### src/rtl/lix_shr_pkg.sv
// lix_shr_pkg: shared constants and clog2 helper for the lix_shr_arb slice
package lix_shr_pkg;
  localparam int LIX_W = 32;
  localparam int LIX_N = 2;
  localparam int LIX_R = 4;
  function automatic int clog2(input int v);
    int r;
    r = 0;
    for (int i = 0; i < 32; i++) if ((1 << r) < v) r++;
    return r;
  endfunction
endpackage

### src/rtl/lix_rr_arb.sv
// lix_rr_arb: one-hot arbiter searching upward from ptr; LIX_SHR_ARB_PRIO_EN forces fixed priority from 0
module lix_rr_arb import lix_shr_pkg::*; #(
  parameter int R  = LIX_R,
  parameter int IW = clog2(R)
) (
  input  logic [R-1:0]  req,
  input  logic [IW-1:0] ptr,
  output logic [R-1:0]  gnt
);
  logic [IW-1:0] base;
  logic [R-1:0] rot, rg;
`ifdef LIX_SHR_ARB_PRIO_EN
  assign base = '0;
`else
  assign base = ptr;
`endif
  // rotate so base sits at bit 0, take the lowest set bit, rotate back
  assign rot = R'({req, req} >> base);
  assign rg  = rot & -rot;
  assign gnt = R'(({rg, rg} << base) >> R);
endmodule

### src/rtl/lix_vreg.sv
// lix_vreg: enable-gated register cell with synchronous clear
module lix_vreg #(
  parameter int WD = 1
) (
  input  logic          clk,
  input  logic          rst,
  input  logic          en,
  input  logic [WD-1:0] d,
  output logic [WD-1:0] q
);
  logic [WD-1:0] q_d, q_q;
  always_comb q_d = en ? d : q_q;
  always_ff @(posedge clk) begin
    if (rst) q_q <= '0;
    else q_q <= q_d;
  end
  assign q = q_q;
endmodule

### src/rtl/lix_shr_arb.sv
// lix_shr_arb: arbitrates R requesters into an N-stage valid pipeline; LIX_SHR_ARB_PRIO_EN selects fixed priority
module lix_shr_arb import lix_shr_pkg::*; #(
  parameter int W  = LIX_W,
  parameter int N  = LIX_N,
  parameter int R  = LIX_R,
  parameter int IW = clog2(R)
) (
  input  logic                    clk_i,
  input  logic                    rst_i,
  input  logic                    i_en,
  input  logic                    i_flush,
  input  logic [R-1:0]            i_req,
  input  logic [R*W-1:0]          i_dat,
  output logic [R-1:0]            o_gnt,
  output logic                    o_vld,
  output logic [IW-1:0]           o_id,
  output logic [W-1:0]            o_z,
  output logic [clog2(N+1)-1:0]   o_cnt
);
  localparam int CW = clog2(N+1);
  logic go, gnt_any;
  logic [IW-1:0] p_q, p_d, gnt_id;
  logic [W-1:0] dat_sel;
  logic [N-1:0] v_q, v_d;
  logic [CW-1:0] cnt_q, cnt_d;
  logic [IW+W-1:0] sd [N];
  assign go = i_en & ~i_flush & ~rst_i;
  lix_rr_arb #(.R(R), .IW(IW)) u_arb (.req(i_req & {R{go}}), .ptr(p_q), .gnt(o_gnt));
  assign gnt_any = |o_gnt;
  always_comb begin
    gnt_id = '0;
    dat_sel = '0;
    for (int i = 0; i < R; i++) if (o_gnt[i]) begin
      gnt_id = IW'(i);
      dat_sel = i_dat[i*W +: W];
    end
  end
  always_comb begin
    p_d = gnt_any ? ((gnt_id == IW'(R-1)) ? '0 : gnt_id + 1'b1) : p_q;
    v_d = i_flush ? '0 : i_en ? N'({v_q, gnt_any}) : v_q;
    cnt_d = i_flush ? '0 : cnt_q + CW'(gnt_any) - CW'(o_vld & i_en);
  end
  always_ff @(posedge clk_i) begin
    if (rst_i) begin
      p_q <= '0;
      v_q <= '0;
      cnt_q <= '0;
    end else begin
      p_q <= p_d;
      v_q <= v_d;
      cnt_q <= cnt_d;
    end
  end
  // id/data only move behind a valid item, so idle cycles leave them untouched
  for (genvar s = 0; s < N; s++) begin : g_stg
    logic en_s;
    logic [IW+W-1:0] d_s;
    if (s == 0) begin : g_in
      assign en_s = i_en & ~i_flush & gnt_any;
      assign d_s = {gnt_id, dat_sel};
    end else begin : g_sh
      assign en_s = i_en & ~i_flush & v_q[s-1];
      assign d_s = sd[s-1];
    end
    lix_vreg #(.WD(IW+W)) u_reg (.clk(clk_i), .rst(rst_i), .en(en_s), .d(d_s), .q(sd[s]));
  end
  assign o_vld = v_q[N-1];
  assign {o_id, o_z} = sd[N-1];
  assign o_cnt = cnt_q;
endmodule
### config.mk
export PLATFORM = sky130hd
export DESIGN_NAME = lix_shr_arb
export DESIGN_NICKNAME = d
export VERILOG_FILES = /design/src/rtl/lix_shr_pkg.sv /design/src/rtl/lix_rr_arb.sv /design/src/rtl/lix_vreg.sv /design/src/rtl/lix_shr_arb.sv
export SDC_FILE = /design/constraint.sdc
export NUM_CORES = 1
export LEC_CHECK = 0
export CORE_UTILIZATION = 42
export CTS_CLUSTER_SIZE = 16
export DETAILED_ROUTE_END_ITERATION = 8
export PLACE_DENSITY = 0.78
export SLEW_MARGIN = 20
export SYNTH_ARGS = -nofsm -noshare
export SYNTH_HDL_FRONTEND = slang
export SYNTH_SLANG_ARGS = --single-unit
### constraint.sdc
create_clock -name clk_i -period 4 [get_ports clk_i]
set_input_delay 1 -clock clk_i [delete_from_list [all_inputs] [get_ports clk_i]]
set_output_delay 1 -clock clk_i [all_outputs]
set_load 0.005 [all_outputs]
After elaboration in Yosys (flattened, before gate mapping)
Index checks and enable logic that the tools add are counted.
{"block": "totals", "reg_bits": 74, "latchBits": 0, "ramBits": 0, "rom_bits": 0, "in_bits": 136, "output_inout_bits": 41, "elab_cells": 31, "mem_count": 0}
{"block": "classes", "n_addsub": 4, "mul": 0, "div_mod_pow": 0, "order_cmp": 0, "n_eq_ne": 1, "n_shift": 2, "mux": 8, "n_bitwise": 9, "reduce_logical": 2}
{"op": "$mux W32", "n": 4}
{"op": "$and A4 B4 Y4", "n": 2}
{"op": "$shl A8 B2 Y8", "n": 1}
{"op": "$shr A8 B2 Y4", "n": 1}
{"op": "$mux W2", "n": 3}
{"op": "$and A1 B1 Y1", "n": 5}
{"op": "$neg A4 Y4", "n": 1}
{"op": "$reduce_or A4 Y1", "n": 1}
{"op": "$add A2 B1 Y2", "n": 1}
{"op": "$add A2 B1 Y2 const B", "n": 1}
{"op": "$eq A2 B2 Y1 const B", "n": 1}
{"op": "$not A1 Y1", "n": 2}
{"op": "$reduce_or A2 Y1", "n": 1}
{"op": "$sub A2 B1 Y2", "n": 1}
{"op": "$mux W1", "n": 1}

Longest topological paths before layout
{"block": "logic_depth", "ltp_word": 13, "mapped_depth": 11, "ltp_nobuf": 8}

Hierarchy
Synthesis repeated with hierarchy kept, for this count alone.
{"block": "unflattened", "hier_cells": 423, "hier_area_um2": 3823.7}
{"module": "lix_vreg", "n_inst": 2, "cells_per_inst": 110, "area_per_inst_um2": 1238.7, "seq_area_each_um2": 680.7}
{"module": "lix_shr_arb", "n_inst": 1, "cells_per_inst": 185, "area_per_inst_um2": 1243.7, "seq_area_each_um2": 120.1}
{"module": "lix_rr_arb", "n_inst": 1, "cells_per_inst": 18, "area_per_inst_um2": 102.6, "seq_area_each_um2": 0.0}

Worst setup path after synthesis
Ideal clock, no wire load.
{"block": "synth_path", "kind": "input to output", "start": "in i_flush", "end": "out o_gnt[2]", "t_arrival_ns": 1.972, "required_ns": 3.000, "slack_ns": 1.028, "cell_stages": 5, "n_path_buf": 2, "path_cell_list": "buf_6 nor3b_4 o2111a_1 buf_2 and2_1"}
{"block": "synth_between", "elab_chain_len": 8}
{"element": "from (decl)", "line_no": "lix_shr_arb.sv:11", "rtl": "input logic i_flush,"}
{"element": "$not A1 Y1 *", "line_no": "lix_shr_arb.sv:27", "rtl": "assign go = i_en & ~i_flush & ~rst_i;"}
{"element": "$and A1 B1 Y1 * (2 in series)", "line_no": "lix_shr_arb.sv:27"}
{"element": "$and A4 B4 Y4 *", "line_no": "lix_shr_arb.sv:28", "rtl": "lix_rr_arb #(.R(R), .IW(IW)) u_arb (.req(i_req & {R{go}}), .ptr(p_q), .gnt(o_gnt));"}
{"element": "$shr A8 B2 Y4 *", "line_no": "lix_rr_arb.sv:18", "rtl": "assign rot = R'({req, req} >> base);"}
{"element": "$neg A4 Y4", "line_no": "lix_rr_arb.sv:19", "rtl": "assign rg = rot & -rot;"}
{"element": "$and A4 B4 Y4 *", "line_no": "lix_rr_arb.sv:19"}
{"element": "$shl A8 B2 Y8 *", "line_no": "lix_rr_arb.sv:20", "rtl": "assign gnt = R'(({rg, rg} << base) >> R);"}
{"element": "to (decl)", "line_no": "lix_shr_arb.sv:14", "rtl": "output logic [R-1:0] o_gnt,"}
Mark *: on every way between the ends. The rest lies on a longest branch, timed or not.

Worst setup path in the final report
{"block": "layout_path", "start": "in i_en", "end": "out o_gnt[1]"}
{"block": "layout_between", "elab_chain_len": 7}
{"element": "from (decl)", "line_no": "lix_shr_arb.sv:10", "rtl": "input logic i_en,"}
{"element": "$and A1 B1 Y1 * (2 in series)", "line_no": "lix_shr_arb.sv:27"}
{"element": "$and A4 B4 Y4 *", "line_no": "lix_shr_arb.sv:28"}
{"element": "$shr A8 B2 Y4 *", "line_no": "lix_rr_arb.sv:18"}
{"element": "$neg A4 Y4", "line_no": "lix_rr_arb.sv:19"}
{"element": "$and A4 B4 Y4 *", "line_no": "lix_rr_arb.sv:19"}
{"element": "$shl A8 B2 Y8 *", "line_no": "lix_rr_arb.sv:20"}
Marks and branches as above.

==> impl_metrics.py <==
metrics = {
    "job": {
        "maximum_capacitance_violations": 0,
    },
    "worst_setup_path": {
        "arrival_ns": 2.86,
        "path_buf_inv": 2,
        "cp_cell_sequence": "clkdlybuf4s50_1 -> nor3b_4 -> and3_1 -> and2_1 -> clkdlybuf4s50_1",
        "max_stage_delay_ns": 0.57,
        "timing_worst_setup_path_type": "in -> out",
        "critical_path.startpoint_type": "input port",
        "worstReg2RegEnd": "g_stg[0].u_reg.q[24]$_SDFFE_PP0P_",
        "reg2reg_setup_slack_ns": 1.71,
        "wp_data_required_ns": 3.00,
        "crit_slowest_cell": "sky130_fd_sc_hd__clkdlybuf4s50_1",
        "cp-end-kind": "output port",
        "worstReg2RegStart": "p_q[0]$_SDFFE_PP0P_",
        "timing.critical_path.from": "i_en",
        "rr_worst_depth": 5,
        "critPathMaxFanout": 6,
        "cpLargestDelayFamily": "buffers and inverters",
        "critical_path.most_common_cell": "sky130_fd_sc_hd__clkdlybuf4s50_1",
    },
    "cts": {
        "post_cts_hold_buffer_count": 0,
        "cts_tree": "yes",
        "cts.sink_count": 74,
        "htreeDepth": 3,
        "post_cts_resized": 0,
        "cts_post_setup_buffers_inserted": 0,
        "cts.reportedPaths.clkPinSlew_ns": 0.07,
        "clk_path_buf_depth": 2,
        "clock-root-buffer": "sky130_fd_sc_hd__clkbuf_8",
        "tritoncts.num_buffers": 9,
        "source_to_sink_clock_delay_at_the_later_pin_of_the_worst_skew_pair_ns": 0.33,
    },
    "grt": {
        "grt_overflow": 0,
        "maximum_number_of_pins_on_one_net_before_global_route_repair": 76,
        "grt.total_usage": 0.2706,
        "grt_pass1_wl_mm": 24.53,
        "grt_antenna_before_repair": 0,
        "vias_in_the_first_global_route": 5005,
    },
    "floorplan": {
        "io_pins": 177,
        "design.core.area_um2": 10460,
        "floorplan_die_area_um2": 11380,
        "die_width_um": 106.7,
        "core.rowCount": 37,
        "chipHeight_um": 106.7,
        "initial_utilization": 0.4397,
    },
    "timing": {
        "fin_tns_setup_ns": 0,
        "grt_setup_unrepaired": "false",
        "setup-violations-final": 0,
        "fmax_ghz": 0.2589,
        "timing.final.max_slew_violations": 0,
        "final.min_clock_period_ns": 3.863,
        "worst-slew-pin-transition_ns": 0.7968,
        "hold_viol_final": 0,
        "worst_slack_ns": 0.1374,
        "finalCritPeriodShare": 0.9657,
        "timing.clock.skew_ns": 0.008608,
        "timing.slew.headroom": 0.4688,
        "hold_ws_ns": 0.4560,
    },
    "placed_design": {
        "placedInstanceArea_um2": 6291,
        "placement.io_buffers": 176,
        "place.detailed.hpwl_mm": 9.914,
        "pre_cts_ws_ns": 0.1447,
        "gpl.final_weighted_congestion": 0.8363,
    },
    "logic_synthesis": {
        "post_synthesis_average_cell_area_um2": 8.395,
        "yosysWarnings": 0,
        "synth-edff-count": 0,
        "synth-async-reset-ratio": 0,
        "postSynthCellCount": 548,
        "netlist_top_cells_area": "sky130_fd_sc_hd__dfxtp_1 (32%), sky130_fd_sc_hd__a41oi_2 (11%), sky130_fd_sc_hd__nand3_1 (10%), sky130_fd_sc_hd__a311o_1 (7.0%), sky130_fd_sc_hd__nand2_1 (5.7%)",
        "synth_nets": 686,
        "post_synth_design_cell_area_um2": 4601,
        "ys_ff_latch": 74,
        "synthDistinctLibCells": 47,
        "synth_most_common_cell": "sky130_fd_sc_hd__nand3_1",
        "sequential_fraction_of_the_synthesis_area": 0.3220,
        "synth_top_area_frac": 0.3220,
        "primary_flip_flop_cell_chosen_by_synthesis_mapping": "sky130_fd_sc_hd__dfxtp_1",
        "synth_top_cells_by_count": "sky130_fd_sc_hd__nand3_1 (96), sky130_fd_sc_hd__dfxtp_1 (74), sky130_fd_sc_hd__nand2_1 (70), sky130_fd_sc_hd__a21oi_1 (44)",
        "synth.largest_area_cell": "sky130_fd_sc_hd__dfxtp_1",
    },
    "final_layout": {
        "finalNetCount": 826,
        "areaGrowthSynthToFinish_pct": 40.63,
        "antenna_diode_instance_count": 0,
        "drive_gt1_frac": 0.1429,
        "design_area_final_um2": 6470,
    },
    "route": {
        "post-route-drc-count": 0,
        "wl_per_cell_um": 18.79,
        "ant_nets": 0,
        "routed_via_density": 5.988,
        "num_vias": 4964,
        "detail_route.first_pass.iterations": 5,
        "drtIter0Drc": 318,
        "wl_mm": 15.58,
    },
    "min_path": {
        "worst_hold_startpoint": "g_stg[1].u_reg.q[10]$_SDFFE_PP0P_",
        "whs_path_depth": 2,
        "worstHoldEndpoint": "g_stg[1].u_reg.q[10]$_SDFFE_PP0P_",
        "min_path_type": "reg -> reg",
    },
    "power": {
        "overall_power_mw": 1.607,
        "p_per_area_nw_per_um2": 248.4,
        "irDropWorstVdd_v": 0.0001607,
        "leakage_nw": 1.965,
    },
    "outcome": {
        "status": "completed",
    },
}
sequential cells by signal, indices dropped and copies added (netlist names):
| name | cells |
|---|---|
| v_q | 2 |
| p_q | 2 |
| g_stg.u_reg.q | 68 |
| o_cnt | 2 |
final cells by class:
cell class / instances / area (µm²)
multi-input cells: 377 / 2639
inverters: 35 / 131.4
clock buffers: 13 / 138.9
clock inverters: 3 / 40.04
flip-flops and latches: 74 / 1481
repair buffers: 191 / 1869
well taps: 136 / 170.2
fillers: 929 / 3993
cells in the final DEF (no fill, tap or decap), types with 4 or more instances in the layout:
| master | n |
|---|---|
| sky130_fd_sc_hd__a21oi_1 | 44 |
| sky130_fd_sc_hd__a21oi_2 | 27 |
| sky130_fd_sc_hd__a22oi_1 | 34 |
| sky130_fd_sc_hd__a311o_1 | 32 |
| sky130_fd_sc_hd__a41oi_2 | 30 |
| sky130_fd_sc_hd__and2_1 | 4 |
| sky130_fd_sc_hd__buf_4 | 15 |
| sky130_fd_sc_hd__clkbuf_1 | 4 |
| sky130_fd_sc_hd__clkbuf_8 | 9 |
| sky130_fd_sc_hd__clkdlybuf4s50_1 | 175 |
| sky130_fd_sc_hd__dfxtp_1 | 74 |
| sky130_fd_sc_hd__inv_1 | 34 |
| sky130_fd_sc_hd__nand2_1 | 70 |
| sky130_fd_sc_hd__nand3_1 | 96 |
layer usage:
layer | global-route usage | routed length [µm] | up-vias
met5 | 0 | 0 | -
met4 | 0.1184 | 396 | 0
met3 | 0.05350 | 1145 | 35
met2 | 0.4714 | 7690 | 246
met1 | 0.3209 | 6343 | 2374
li1 | - | - | 2309
tightest hold or removal path: cells and delay by family, from the launching register on:
kind	cells	cell delay (ns)
flip-flops	1	0.31
AND/OR/NAND/NOR	1	0.05
AO/OA/AOI/OAI	1	0.05
through the flow:
stage          utilization  std cells
3_3_place_gp        0.6013        813
3_5_place_dp        0.6013        813
4_1_cts             0.6184        829
2_1_floorplan            -        548
5_1_grt             0.6184        829
6_report            0.6184        829
cells by family (layout without fill, tap and decap cells):
family	after synthesis	count (layout)	synth area share
simple gates	188	188	0.1969
compound gates	182	182	0.3563
buf+inv	97	242	0.1085
flops	74	74	0.3220
mux	3	3	0.007071
fa+ha+maj	2	2	0.005438
xor+xnor	2	2	0.003808
power breakdown:
group / internal, mW / total, mW / switching [mW]
Sequential: 0.741 / 0.747 / 0.00590
Combinational: 0.163 / 0.310 / 0.147
Clock: 0.288 / 0.551 / 0.263
worst max path at each step:
| stage | endpoint | cells past startpoint |
|---|---|---|
| CTS | o_gnt[1] | 5 |
| finish | o_gnt[1] | 5 |
| floorplan | o_gnt[2] | 5 |
| global route | o_gnt[1] | 5 |
| detailed placement | o_gnt[1] | 5 |
| global placement | o_gnt[2] | 5 |
Power figures use the tool's default switching activity.
